[src/rtl/spi_master_gen.sv]
// SPI master with TX/RX word FIFOs, chip-select framing, gapless bursts and an RX overflow flag.
// Bus ack/err one cycle after a request; wr refused while TX full, received words dropped when RX full.

// Word FIFO; pop and push in the same cycle both take effect, even when full.
// Read data is the combinational head; full/empty come straight from the pointers.
module spi_fifo #(
    parameter int W     = 8,
    parameter int DEPTH = 16
) (
    input  logic         clk,
    input  logic         rst,
    input  logic         push,
    input  logic [W-1:0] din,
    input  logic         pop,
    output logic [W-1:0] dout,
    output logic         full,
    output logic         empty
);
    localparam int AW = $clog2(DEPTH);

    logic [W-1:0] mem [DEPTH];
    logic [AW:0]  wp, rp;
    logic         do_pop, do_push;

    assign empty   = wp == rp;
    assign full    = (wp[AW] != rp[AW]) && (wp[AW-1:0] == rp[AW-1:0]);
    assign do_pop  = pop && !empty;
    assign do_push = push && (!full || do_pop);
    assign dout    = mem[rp[AW-1:0]];

    always_ff @(posedge clk) begin
        if (rst) begin
            wp <= '0;
            rp <= '0;
        end else begin
            if (do_push) wp <= wp + 1'b1;
            if (do_pop)  rp <= rp + 1'b1;
        end
    end

    always_ff @(posedge clk) begin
        if (do_push) mem[wp[AW-1:0]] <= din;
    end
endmodule

// SPI master: bus requests answered next cycle; pins registered, SCK half-period = div+1 clocks.
// TX words queue until the FSM frames them; RX words pushed at end of word, dropped (rx_ovf) when full.
module spi_master_gen #(
    parameter int  DW    = 8,
    parameter int  NSS   = 4,
    parameter int  DIVW  = 8,
    parameter int  DEPTH = 16,
    localparam int SW    = (NSS > 1) ? $clog2(NSS) : 1,
    localparam int CW    = 3 + DIVW + SW
) (
    input  logic           clk,
    input  logic           rst,
    input  logic           cfg_wr,
    input  logic [CW-1:0]  cfg_din,
    input  logic           wr,
    input  logic [DW+2:0]  wr_din,
    input  logic           rd,
    output logic [DW-1:0]  rd_data,
    output logic           ack,
    output logic           err,
    output logic           busy,
    output logic           tx_full,
    output logic           rx_empty,
    output logic           rx_ovf,
    output logic           spi_sck,
    output logic           spi_mosi,
    output logic [NSS-1:0] spi_ss_n,
    input  logic           spi_miso
);
    localparam int BW = $clog2(DW);
    localparam logic [BW-1:0] LAST = BW'(DW - 1);

    typedef enum logic [2:0] {IDLE, LEAD, SHIFT, GAP, TRAIL} state_t;

    state_t          state;
    logic            cpha, cpol, lsb;
    logic [DIVW-1:0] div, cnt;
    logic [SW-1:0]   cs_sel;
    logic [DW-1:0]   tx_sh, rx_sh, rx_in, rx_head;
    logic [BW-1:0]   bc;
    logic            ph, cur_stop, cur_rx_en;
    logic [NSS-1:0]  sel_n;

    logic [DW+2:0]   tx_head;
    logic            tx_empty, tx_push, tx_pop, rx_full, rx_push, rx_pop;
    logic            cfg_ok, tick, idle_ready, idle_pop, eow, next_pop, sample, load;

    function automatic logic head_bit(input logic [DW-1:0] d, input logic lsb_f);
        return lsb_f ? d[0] : d[DW-1];
    endfunction

    function automatic logic [DW-1:0] advance(input logic [DW-1:0] d, input logic lsb_f);
        return lsb_f ? (d >> 1) : (d << 1);
    endfunction

    always_comb begin
        sel_n = '1;
        for (int i = 0; i < NSS; i++) begin
            if (cs_sel == SW'(i)) sel_n[i] = 1'b0;
        end
    end

    assign busy       = state != IDLE;
    assign tick       = cnt == div;
    assign idle_ready = cnt >= div;
    assign cfg_ok     = cfg_wr && !busy;
    assign tx_push    = wr && !cfg_wr && !tx_full;
    assign rx_pop     = rd && !cfg_wr && !wr && !rx_empty;

    // IDLE only starts a frame once ss_n has been high for a full half-period.
    assign idle_pop = (state == IDLE) && !tx_empty && !cfg_wr && (!tx_head[DW] || idle_ready);
    assign eow      = (state == SHIFT) && tick && ph && (bc == LAST);
    assign next_pop = !tx_empty && ((eow && !cur_stop) || (state == GAP));
    assign tx_pop   = idle_pop || next_pop;
    assign load     = (idle_pop && tx_head[DW]) || next_pop;

    assign sample  = (state == SHIFT) && tick && (ph == cpha);
    assign rx_in   = lsb ? {spi_miso, rx_sh[DW-1:1]} : {rx_sh[DW-2:0], spi_miso};
    assign rx_push = eow && cur_rx_en;

    spi_fifo #(.W(DW + 3), .DEPTH(DEPTH)) u_tx (
        .clk(clk), .rst(rst), .push(tx_push), .din(wr_din), .pop(tx_pop),
        .dout(tx_head), .full(tx_full), .empty(tx_empty)
    );

    spi_fifo #(.W(DW), .DEPTH(DEPTH)) u_rx (
        .clk(clk), .rst(rst), .push(rx_push), .din(sample ? rx_in : rx_sh), .pop(rx_pop),
        .dout(rx_head), .full(rx_full), .empty(rx_empty)
    );

    always_ff @(posedge clk) begin
        if (rst) begin
            cpha   <= 1'b0;
            cpol   <= 1'b0;
            lsb    <= 1'b0;
            div    <= '0;
            cs_sel <= '0;
        end else if (cfg_ok) begin
            cpha   <= cfg_din[0];
            cpol   <= cfg_din[1];
            lsb    <= cfg_din[2];
            div    <= cfg_din[DIVW+2:3];
            cs_sel <= cfg_din[CW-1:DIVW+3];
        end
    end

    always_ff @(posedge clk) begin
        if (rst) begin
            ack     <= 1'b0;
            err     <= 1'b0;
            rd_data <= '0;
            rx_ovf  <= 1'b0;
        end else begin
            ack <= cfg_ok || tx_push || rx_pop;
            err <= (cfg_wr && busy) || (!cfg_wr && wr && tx_full) ||
                   (!cfg_wr && !wr && rd && rx_empty);
            if (rx_pop) rd_data <= rx_head;
            if (cfg_ok) rx_ovf <= 1'b0;
            else if (rx_push && rx_full && !rx_pop) rx_ovf <= 1'b1;
        end
    end

    always_ff @(posedge clk) begin
        if (rst) begin
            state     <= IDLE;
            cnt       <= '0;
            spi_sck   <= 1'b0;
            spi_mosi  <= 1'b0;
            spi_ss_n  <= '1;
            tx_sh     <= '0;
            rx_sh     <= '0;
            bc        <= '0;
            ph        <= 1'b0;
            cur_stop  <= 1'b0;
            cur_rx_en <= 1'b0;
        end else begin
            case (state)
                IDLE: begin
                    spi_sck  <= cpol;
                    spi_ss_n <= '1;
                    if (!idle_ready) cnt <= cnt + 1'b1;
                    if (idle_pop && tx_head[DW]) begin
                        spi_ss_n <= sel_n;
                        state    <= LEAD;
                        cnt      <= '0;
                    end
                end
                LEAD: begin
                    if (tick) begin
                        state <= SHIFT;
                        cnt   <= '0;
                    end else begin
                        cnt <= cnt + 1'b1;
                    end
                end
                SHIFT: begin
                    if (!tick) begin
                        cnt <= cnt + 1'b1;
                    end else begin
                        cnt     <= '0;
                        spi_sck <= ~spi_sck;
                        ph      <= ~ph;
                        if (sample) rx_sh <= rx_in;
                        // CPHA=0 drives on trailing edges except after the last bit.
                        if ((cpha && !ph) || (!cpha && ph && bc != LAST)) begin
                            spi_mosi <= head_bit(tx_sh, lsb);
                            tx_sh    <= advance(tx_sh, lsb);
                        end
                        if (ph) bc <= bc + 1'b1;
                        if (eow && cur_stop)       state <= TRAIL;
                        else if (eow && tx_empty)  state <= GAP;
                    end
                end
                GAP: begin
                    cnt <= '0;
                    if (next_pop) state <= SHIFT;
                end
                TRAIL: begin
                    if (tick) begin
                        state    <= IDLE;
                        spi_ss_n <= '1;
                        cnt      <= '0;
                    end else begin
                        cnt <= cnt + 1'b1;
                    end
                end
                default: state <= IDLE;
            endcase

            if (load) begin
                cur_stop  <= tx_head[DW+1];
                cur_rx_en <= tx_head[DW+2];
                bc        <= '0;
                ph        <= 1'b0;
                if (cpha) begin
                    tx_sh <= tx_head[DW-1:0];
                end else begin
                    tx_sh    <= advance(tx_head[DW-1:0], lsb);
                    spi_mosi <= head_bit(tx_head[DW-1:0], lsb);
                end
            end
        end
    end
endmodule

[config.mk]
export PLATFORM = sky130hd
export DESIGN_NAME = spi_master_gen
export DESIGN_NICKNAME = d
export VERILOG_FILES = /design/src/rtl/spi_master_gen.sv
export SDC_FILE = /design/constraint.sdc
export NUM_CORES = 1
export LEC_CHECK = 0
export ABC_AREA = 1
export BUFFER_PORTS_ARGS = -buffer_cell sky130_fd_sc_hd__buf_2
export CAP_MARGIN = 20
export CORE_ASPECT_RATIO = 0.8
export CORE_UTILIZATION = 30
export CTS_BUF_LIST = sky130_fd_sc_hd__clkbuf_16
export DETAILED_ROUTE_END_ITERATION = 10
export PLACE_DENSITY = 0.51
export SLEW_MARGIN = 0
export SYNTH_ARGS = -nofsm -noshare
export SYNTH_HDL_FRONTEND = slang
export SYNTH_SLANG_ARGS = --single-unit
[constraint.sdc]
create_clock -name clk -period 2.5 [get_ports clk]
set_input_delay 0.625 -clock clk [delete_from_list [all_inputs] [get_ports clk]]
set_output_delay 0.625 -clock clk [all_outputs]
set_load 0.1 [all_outputs]
==> results of run 1 <==
[cells by family (layout without fill, tap and decap cells)]
kind of cell	Yosys count	after routing	share of synthesized area
other	0	2	0
buffers and inverters	222	357	0.05636
DFF	391	391	0.6435
AOI/OAI and AO/OA	277	277	0.09339
xor gates and xnor gates	14	14	0.007258
and+or+nand+nor	735	735	0.1825
adders and majority gates	23	23	0.01703
[worst reg2reg max path, cell delays in order (launching register included)]
cell	delay (ns)
sky130_fd_sc_hd__dfxtp_1	0.31
sky130_fd_sc_hd__inv_1	0.05
sky130_fd_sc_hd__ha_1	0.29
sky130_fd_sc_hd__nand2_1	0.10
sky130_fd_sc_hd__nor2_2	0.14
sky130_fd_sc_hd__nand2_2	0.08
sky130_fd_sc_hd__buf_4	0.17
sky130_fd_sc_hd__nor2_4	0.13
sky130_fd_sc_hd__nand3_2	0.10
sky130_fd_sc_hd__clkinv_1	0.06
sky130_fd_sc_hd__nand2_2	0.09
sky130_fd_sc_hd__clkinv_4	0.11
sky130_fd_sc_hd__nand2_2	0.12
sky130_fd_sc_hd__nor2_1	0.11
sky130_fd_sc_hd__buf_4	0.19
[Yosys cell counts (2+ instances only)]
cell type                  number  area share
sky130_fd_sc_hd__nand2_1      354       0.079
sky130_fd_sc_hd__edfxtp_1     304        0.54
sky130_fd_sc_hd__nor2_1       207       0.046
sky130_fd_sc_hd__o21ai_0      145       0.043
sky130_fd_sc_hd__inv_1        131       0.029
sky130_fd_sc_hd__nand3_1      126       0.037
sky130_fd_sc_hd__dfxtp_1       87        0.10
sky130_fd_sc_hd__a21oi_1       62       0.018
sky130_fd_sc_hd__clkbuf_1      40      0.0089
sky130_fd_sc_hd__buf_2         23      0.0068
sky130_fd_sc_hd__ha_1          23       0.017
sky130_fd_sc_hd__o22ai_1       20      0.0074
sky130_fd_sc_hd__o221ai_1      17      0.0088
sky130_fd_sc_hd__nand4_1       14      0.0052
sky130_fd_sc_hd__o211ai_1      14      0.0062
sky130_fd_sc_hd__nor3_1        13      0.0039
sky130_fd_sc_hd__buf_6          8      0.0053
sky130_fd_sc_hd__xor2_1         8      0.0041
sky130_fd_sc_hd__buf_4          7      0.0031
sky130_fd_sc_hd__inv_2          6      0.0013
sky130_fd_sc_hd__nand2_2        6      0.0022
sky130_fd_sc_hd__xnor2_1        6      0.0031
sky130_fd_sc_hd__a221oi_1       5      0.0026
sky130_fd_sc_hd__nand2_4        4      0.0027
sky130_fd_sc_hd__buf_1          3     0.00067
sky130_fd_sc_hd__nor2_4         3      0.0020
sky130_fd_sc_hd__o21ai_1        3     0.00089
sky130_fd_sc_hd__a211oi_1       2     0.00089
sky130_fd_sc_hd__clkinv_1       2     0.00044
sky130_fd_sc_hd__nand3_2        2      0.0012
sky130_fd_sc_hd__nor2_2         2     0.00074
sky130_fd_sc_hd__nor3_2         2      0.0012
sky130_fd_sc_hd__o21a_1         2     0.00089
sky130_fd_sc_hd__o21bai_1       2     0.00089
[final timing paths]
kind / start / end / slack (ns)
min reg2reg: div[1] / div[1] / 0.46
max: u_tx.wp[0] / tx_full / 0.12
max reg2reg: div[3] / u_rx.mem[8][7] / 0.18
min: cfg_din[3] / div[0] / 0.29
[layer usage]
metal / wire length, µm / GRT usage
met3: 2231 / 0.02549
met1: 21040 / 0.2244
met4: 674 / 0.03812
met2: 18620 / 0.2301
met5: 0 / 0
[timing repair]
| item | 4_1_cts | 5_1_grt |
|---|---|---|
| pin swaps | 0 | 4 |
| resized for setup | 11 | 30 |
| setup buffers | 0 | 1 |
| setup endpoints to repair | 26 | 147 |
[through the flow]
| step | hold slack [ns] | instance area, µm² | instances |
|---|---|---|---|
| after floorplan | 0.4353 | 16890 | 1662 |
| after detailed placement | 0.4556 | 18490 | 2473 |
| after CTS | 0.2610 | 19940 | 2546 |
| final | 0.2883 | 20040 | 2549 |
| after global placement | 0.4505 | 18490 | 2473 |
| after global routing | 0.3079 | 20040 | 2547 |
[area by class of cell]
class,count,area share
sequential,391,0.5431
antenna,2,0.0002497
multi-input combinational,1049,0.2562
inverter,141,0.02678
timing repair buffer,143,0.05631
clock inverter,30,0.01686
tap,750,0.04682
clock buffer,43,0.05369
[flip-flops by register name (all words and copies together), names as in the netlist, 4 cells and up, named ones only]
| name | cells |
|---|---|
| u_tx.mem | 176 |
| u_rx.mem | 128 |
| cnt | 8 |
| div | 8 |
| rd_data | 8 |
| rx_sh | 8 |
| tx_sh | 8 |
| u_rx.rp | 5 |
| u_rx.wp | 5 |
| u_tx.rp | 5 |
| u_tx.wp | 5 |
| spi_ss_n | 4 |
[where the power goes]
part | leakage, nW | total, mW | internal (mW) | switching (mW)
clock network | 0.714 | 6.43 | 3.85 | 2.58
registers | 3.47 | 7.33 | 7.21 | 0.117
logic | 3.59 | 2.85 | 0.853 | 2.00
total | 7.77 | 16.6 | 11.9 | 4.69
==> results.cfg, run 1 <==
[critical_path]
critical_path_buf_inv_count = 3
worst-setup-path-type = reg2out
crit_slowest_cell = sky130_fd_sc_hd__dfxtp_2
critical-path-max-stage-delay_ns = 0.37
worst_r2r_path_depth = 14
cpLargestDelayFamily = buffers and inverters
path_depth = 7
critPathCaptureType = output pin
cp_cell_sequence = inv_1, nand2_1, nand2_1, nor2_4, nand3_2, inv_1, buf_12
crit_path_max_fo = 5
timing.critical_path.from_type = flip-flop
worst_ep_required_time_ns = 1.88
cp_data_arrival_time_ns = 1.75

[pwr]
design_power_total_mw = 16.61
ir_drop_mv = 0.4473
cellPowerDensity_mw_per_mm2 = 828.7
leakagePower_nw = 7.772

[route]
detailedRoute.firstIterationViolations = 958
route.final.wire_length_mm = 42.57
antenna_left = 0
num_vias = 11890
wl_per_cell_um = 16.70
viasPerCell = 4.664
drc = 0
detailedRoute.firstPassIterationCount = 5

[clock_tree]
cts_buffers = 42
path_clk_slew_ns = 0.06
cts-hold-fix-buffers = 0
cts_buffer_depth = 3
cts_root_buf = sky130_fd_sc_hd__clkbuf_16
htree_num_levels = 2
insertion_delay_ns = 0.56
tritoncts_clock_tree = done
cts.sinks = 391

[synthesis]
asyncSetResetFlopFracSynth = 0
yosys_warnings = 0
postSynthRegisterBits = 391
synthDistinctLibCells = 43
synth_enable_flop_cells = 304
postSynthCellCount = 1662
synth-seq-area-share = 0.6435
syn_area_per_cell_um2 = 10.16
synth_ff_type = sky130_fd_sc_hd__edfxtp_1
syn-num-nets = 1715
synthesis.area_mm2 = 0.01689

[final_layout]
filler_cell_count = 5507
ff_latch_area_mm2 = 0.01088
areaGrowthSynthToFinish_pct = 18.63
fraction_of_layout_cells_with_a_size_suffix_above_1 = 0.1475
multi_input_area_mm2 = 0.005135
leading_cell_type_in_the_layout_fill_and_taps_excluded = sky130_fd_sc_hd__nand2_1
most_used_cells_in_the_layout_excluding_fill_and_tap_cells = sky130_fd_sc_hd__nand2_1 (351), sky130_fd_sc_hd__edfxtp_1 (304), sky130_fd_sc_hd__nor2_1 (198), sky130_fd_sc_hd__o21ai_0 (144), sky130_fd_sc_hd__inv_1 (133)
design.final.nets = 1821
final_util = 0.3618

[placement]
hpwlAfterDp_mm = 27.64
finalWeightedCongestion = 0.7920
port-buffer-count = 49
pre_cts_ws_ns = -0.08413

[sta]
final-max-slew-violation-count = 0
worst_max_slew_margin_expressed_relative_to_the_limit = 0.5143
final_critical_path_setup_slack_ns = 0.1247
achievable-frequency_ghz = 0.4210
final_cycle_utilization_of_the_critical_path = 0.9501
setup_viol_count_final = 0
fin_skew_ns = 0.01193
hold_viol_final = 0
timing.final.crit_period_ns = 2.375
final.setup.tns_ns = 0
pin_slew_with_the_least_headroom_to_its_limit_ns = 0.7278
rsz0062_at_grt = no

[global_routing]
grt_pass1_wl_mm = 68.24
grt_start_max_net_pins = 75
grt_pass1_vias = 11770
grt.total_usage = 0.1521
antenna_found_initial = 2
grt.overflow.total = 0

[worst_hold_path]
worstHoldPathType = in2reg
holdPathStages = 3

[status]
status = completed

[die]
initial_utilization = 0.3050
die-area_mm2 = 0.05727
io-pin-count = 50
floorplan.rows = 77
floorplan.core_area_mm2 = 0.05540
die_width_um = 267.3
die_h_um = 214.3

[job]
max_cap_violations = 0
No activity file was read; power rests on OpenSTA's default activity.
==> run 2: changes to the inputs <==
--- a/config.mk
+++ b/config.mk
@@ -19 +19,2 @@
 export SYNTH_SLANG_ARGS = --single-unit
+export TNS_END_PERCENT = 1
==> constraint.sdc (replaced) <==
create_clock -name clk -period 2.5 [get_ports clk]
set_input_delay 0.375 -clock clk [delete_from_list [all_inputs] [get_ports clk]]
set_output_delay 0.375 -clock clk [all_outputs]
set_load 0.1 [all_outputs]
==> run 2 against run 1 <==
Die area did not move. Sequential cell count did not move. Clock skew rose by 0.021 ns. Critical path depth down 1. Clock-buffer cell count is the same. Fmax increased by 0.81%. Register-to-register slack worse by 0.02 ns. Power decreased by 1.7%.
==> results.cfg, run 2 (synthesized netlist as in run 1, its figures left out) <==
[status]
status = completed

[critical_path]
worst-setup-path-type = reg2out
crit_path_max_fo = 6
cp_data_arrival_time_ns = 1.98
cp_cell_sequence = inv_1, nor2_1, nor3_1, nand3_1, inv_1, buf_4
cp-startpoint = u_rx.wp[3]
cpLargestDelayFamily = buffers and inverters
critical_path.reg2reg.startpoint = div[3]
timing.critical_path.from_type = flip-flop
critical-path-max-stage-delay_ns = 0.38
crit_slowest_cell = sky130_fd_sc_hd__dfxtp_1
critPathCaptureType = output pin
timing.critical_path.mode_cell = sky130_fd_sc_hd__inv_1
worst_r2r_path_depth = 13
worst_ep_required_time_ns = 2.12
worst_r2r_endpoint = u_rx.mem[15][0]
reg2reg_slack_ns = 0.16
critical_path_buf_inv_count = 3

[global_routing]
grt.total_usage = 0.1535
grt_pass1_wl_mm = 68.39
antenna_found_initial = 2
grt_pass1_vias = 11720
grt_start_max_net_pins = 64
grt.overflow.total = 0

[sta]
timing.final.crit_period_ns = 2.356
final-max-slew-violation-count = 0
hold_viol_final = 0
rsz0062_at_grt = yes
pin_slew_with_the_least_headroom_to_its_limit_ns = 0.6678
achievable-frequency_ghz = 0.4244
fin_skew_ns = 0.03267
setup_viol_count_final = 0
final_cycle_utilization_of_the_critical_path = 0.9424
final.setup.tns_ns = 0
worst_max_slew_margin_expressed_relative_to_the_limit = 0.5532

[clock_tree]
htree_num_levels = 2
cts_buffers = 43
post-cts-setup-buffer-count = 0
cts.sinks = 391
cts_buffer_depth = 3
path_clk_slew_ns = 0.06
insertion_delay_ns = 0.58
cts_root_buf = sky130_fd_sc_hd__clkbuf_16
tritoncts_clock_tree = done

[final_layout]
final_util = 0.3604
design.final.nets = 1826
leading_cell_type_in_the_layout_fill_and_taps_excluded = sky130_fd_sc_hd__nand2_1
final_cells = 2560
fraction_of_layout_cells_with_a_size_suffix_above_1 = 0.1355
most_used_cells_in_the_layout_excluding_fill_and_tap_cells = sky130_fd_sc_hd__nand2_1 (351), sky130_fd_sc_hd__edfxtp_1 (304), sky130_fd_sc_hd__nor2_1 (201), sky130_fd_sc_hd__inv_1 (147), sky130_fd_sc_hd__o21ai_0 (143)
filler_cell_count = 5424
largest_register_ff_count = 176
non_filler_cell_area_final_mm2 = 0.01996
areaGrowthSynthToFinish_pct = 18.17

[pwr]
leakagePower_nw = 7.780
cellPowerDensity_mw_per_mm2 = 817.4
design_power_total_mw = 16.32
ir_drop_mv = 0.4341

[die]
initial_utilization = 0.3050
die_h_um = 214.3
die-area_mm2 = 0.05727
die_width_um = 267.3
io-pin-count = 50
floorplan.rows = 77
floorplan.core_area_mm2 = 0.05540

[placement]
placedCellCount = 2476
port-buffer-count = 49
hpwlAfterDp_mm = 28.09
finalWeightedCongestion = 0.7930
dpl-instance-area_mm2 = 0.01853

[route]
detailedRoute.firstIterationViolations = 1167
detailedRoute.firstPassIterationCount = 5
num_vias = 11970
route.final.wire_length_mm = 43.21
viasPerCell = 4.677
drc = 0
wl_per_cell_um = 16.88
antenna_left = 0

[worst_hold_path]
holdCritStartpoint = cfg_din[7]
worst_hold_path.endpoint = div[4]
worstHoldPathType = in2reg
holdPathStages = 3

[job]
max_cap_violations = 0
run 2: cell count changes in the layout (fill, tap and decap cells not counted), sizes merged:
cell         previous run  this run
inv                   146       158
bufinv                  7         3
buf                   143       145
dlygate4sd3             0         2
clkinv                 17        16
run 2: routing by layer:
layer / vias to the layer above / part of all wire / wire [µm] / GRT usage
li1: 5925 / - / - / -
met3: 58 / 0.058 / 2490 / 0.02676
met4: 0 / 0.020 / 854 / 0.04291
met1: 5685 / 0.49 / 21050 / 0.2270
met2: 306 / 0.44 / 18810 / 0.2290
met5: - / 0 / 0 / 0
run 2: metrics by stage:
step	worst slack [ns]	hold slack [ns]
2_1_floorplan	0.1674	0.4353
3_3_place_gp	-0.08642	0.4544
3_5_place_dp	-0.2100	0.4596
4_1_cts	-0.01368	0.06682
5_1_grt	-0.003944	0.1151
6_report	0.1439	0.09095
run 2: how the worst max path moves through the flow:
stage | to | depth (start not counted)
finish | rx_empty | 6
global route | u_rx.wp[4] | 15
CTS | u_rx.mem[6][0] | 14
detailed placement | u_rx.mem[12][2] | 10
global placement | u_rx.mem[1][2] | 10
floorplan | u_rx.mem[3][0] | 11
run 2: tightest hold or removal path, cell delays in order:
cell and delay (ns):
sky130_fd_sc_hd__buf_2 0.07, sky130_fd_sc_hd__o21ai_0 0.07, sky130_fd_sc_hd__a21oi_1 0.10
run 2: report_power, final:
part / total [mW] / switching (mW) / internal [mW] / leakage, nW
Clock: 6.07 / 2.62 / 3.46 / 0.719
Combinational: 2.91 / 2.01 / 0.893 / 3.59
Sequential: 7.34 / 0.129 / 7.21 / 3.47
run 2: timing repair:
| item | in CTS | in global routing |
|---|---|---|
| endpoints found under the setup margin | 44 | 162 |
| hold endpoints to repair | 2 | 0 |
| resized for setup | 5 | 17 |
| pin swaps | 0 | 2 |
| hold buffers | 2 | 0 |
run 2: cell type report:
cell class,count,area [µm²],area share
sequential,391,10880,0.5448
multi-input combinational,1049,5114,0.2562
timing repair buffer,147,1152,0.05773
clock buffer,43,1076,0.05390
tap,750,938.4,0.04701
inverter,141,536.8,0.02689
clock inverter,37,265.3,0.01329
antenna,2,5.005,0.0002507
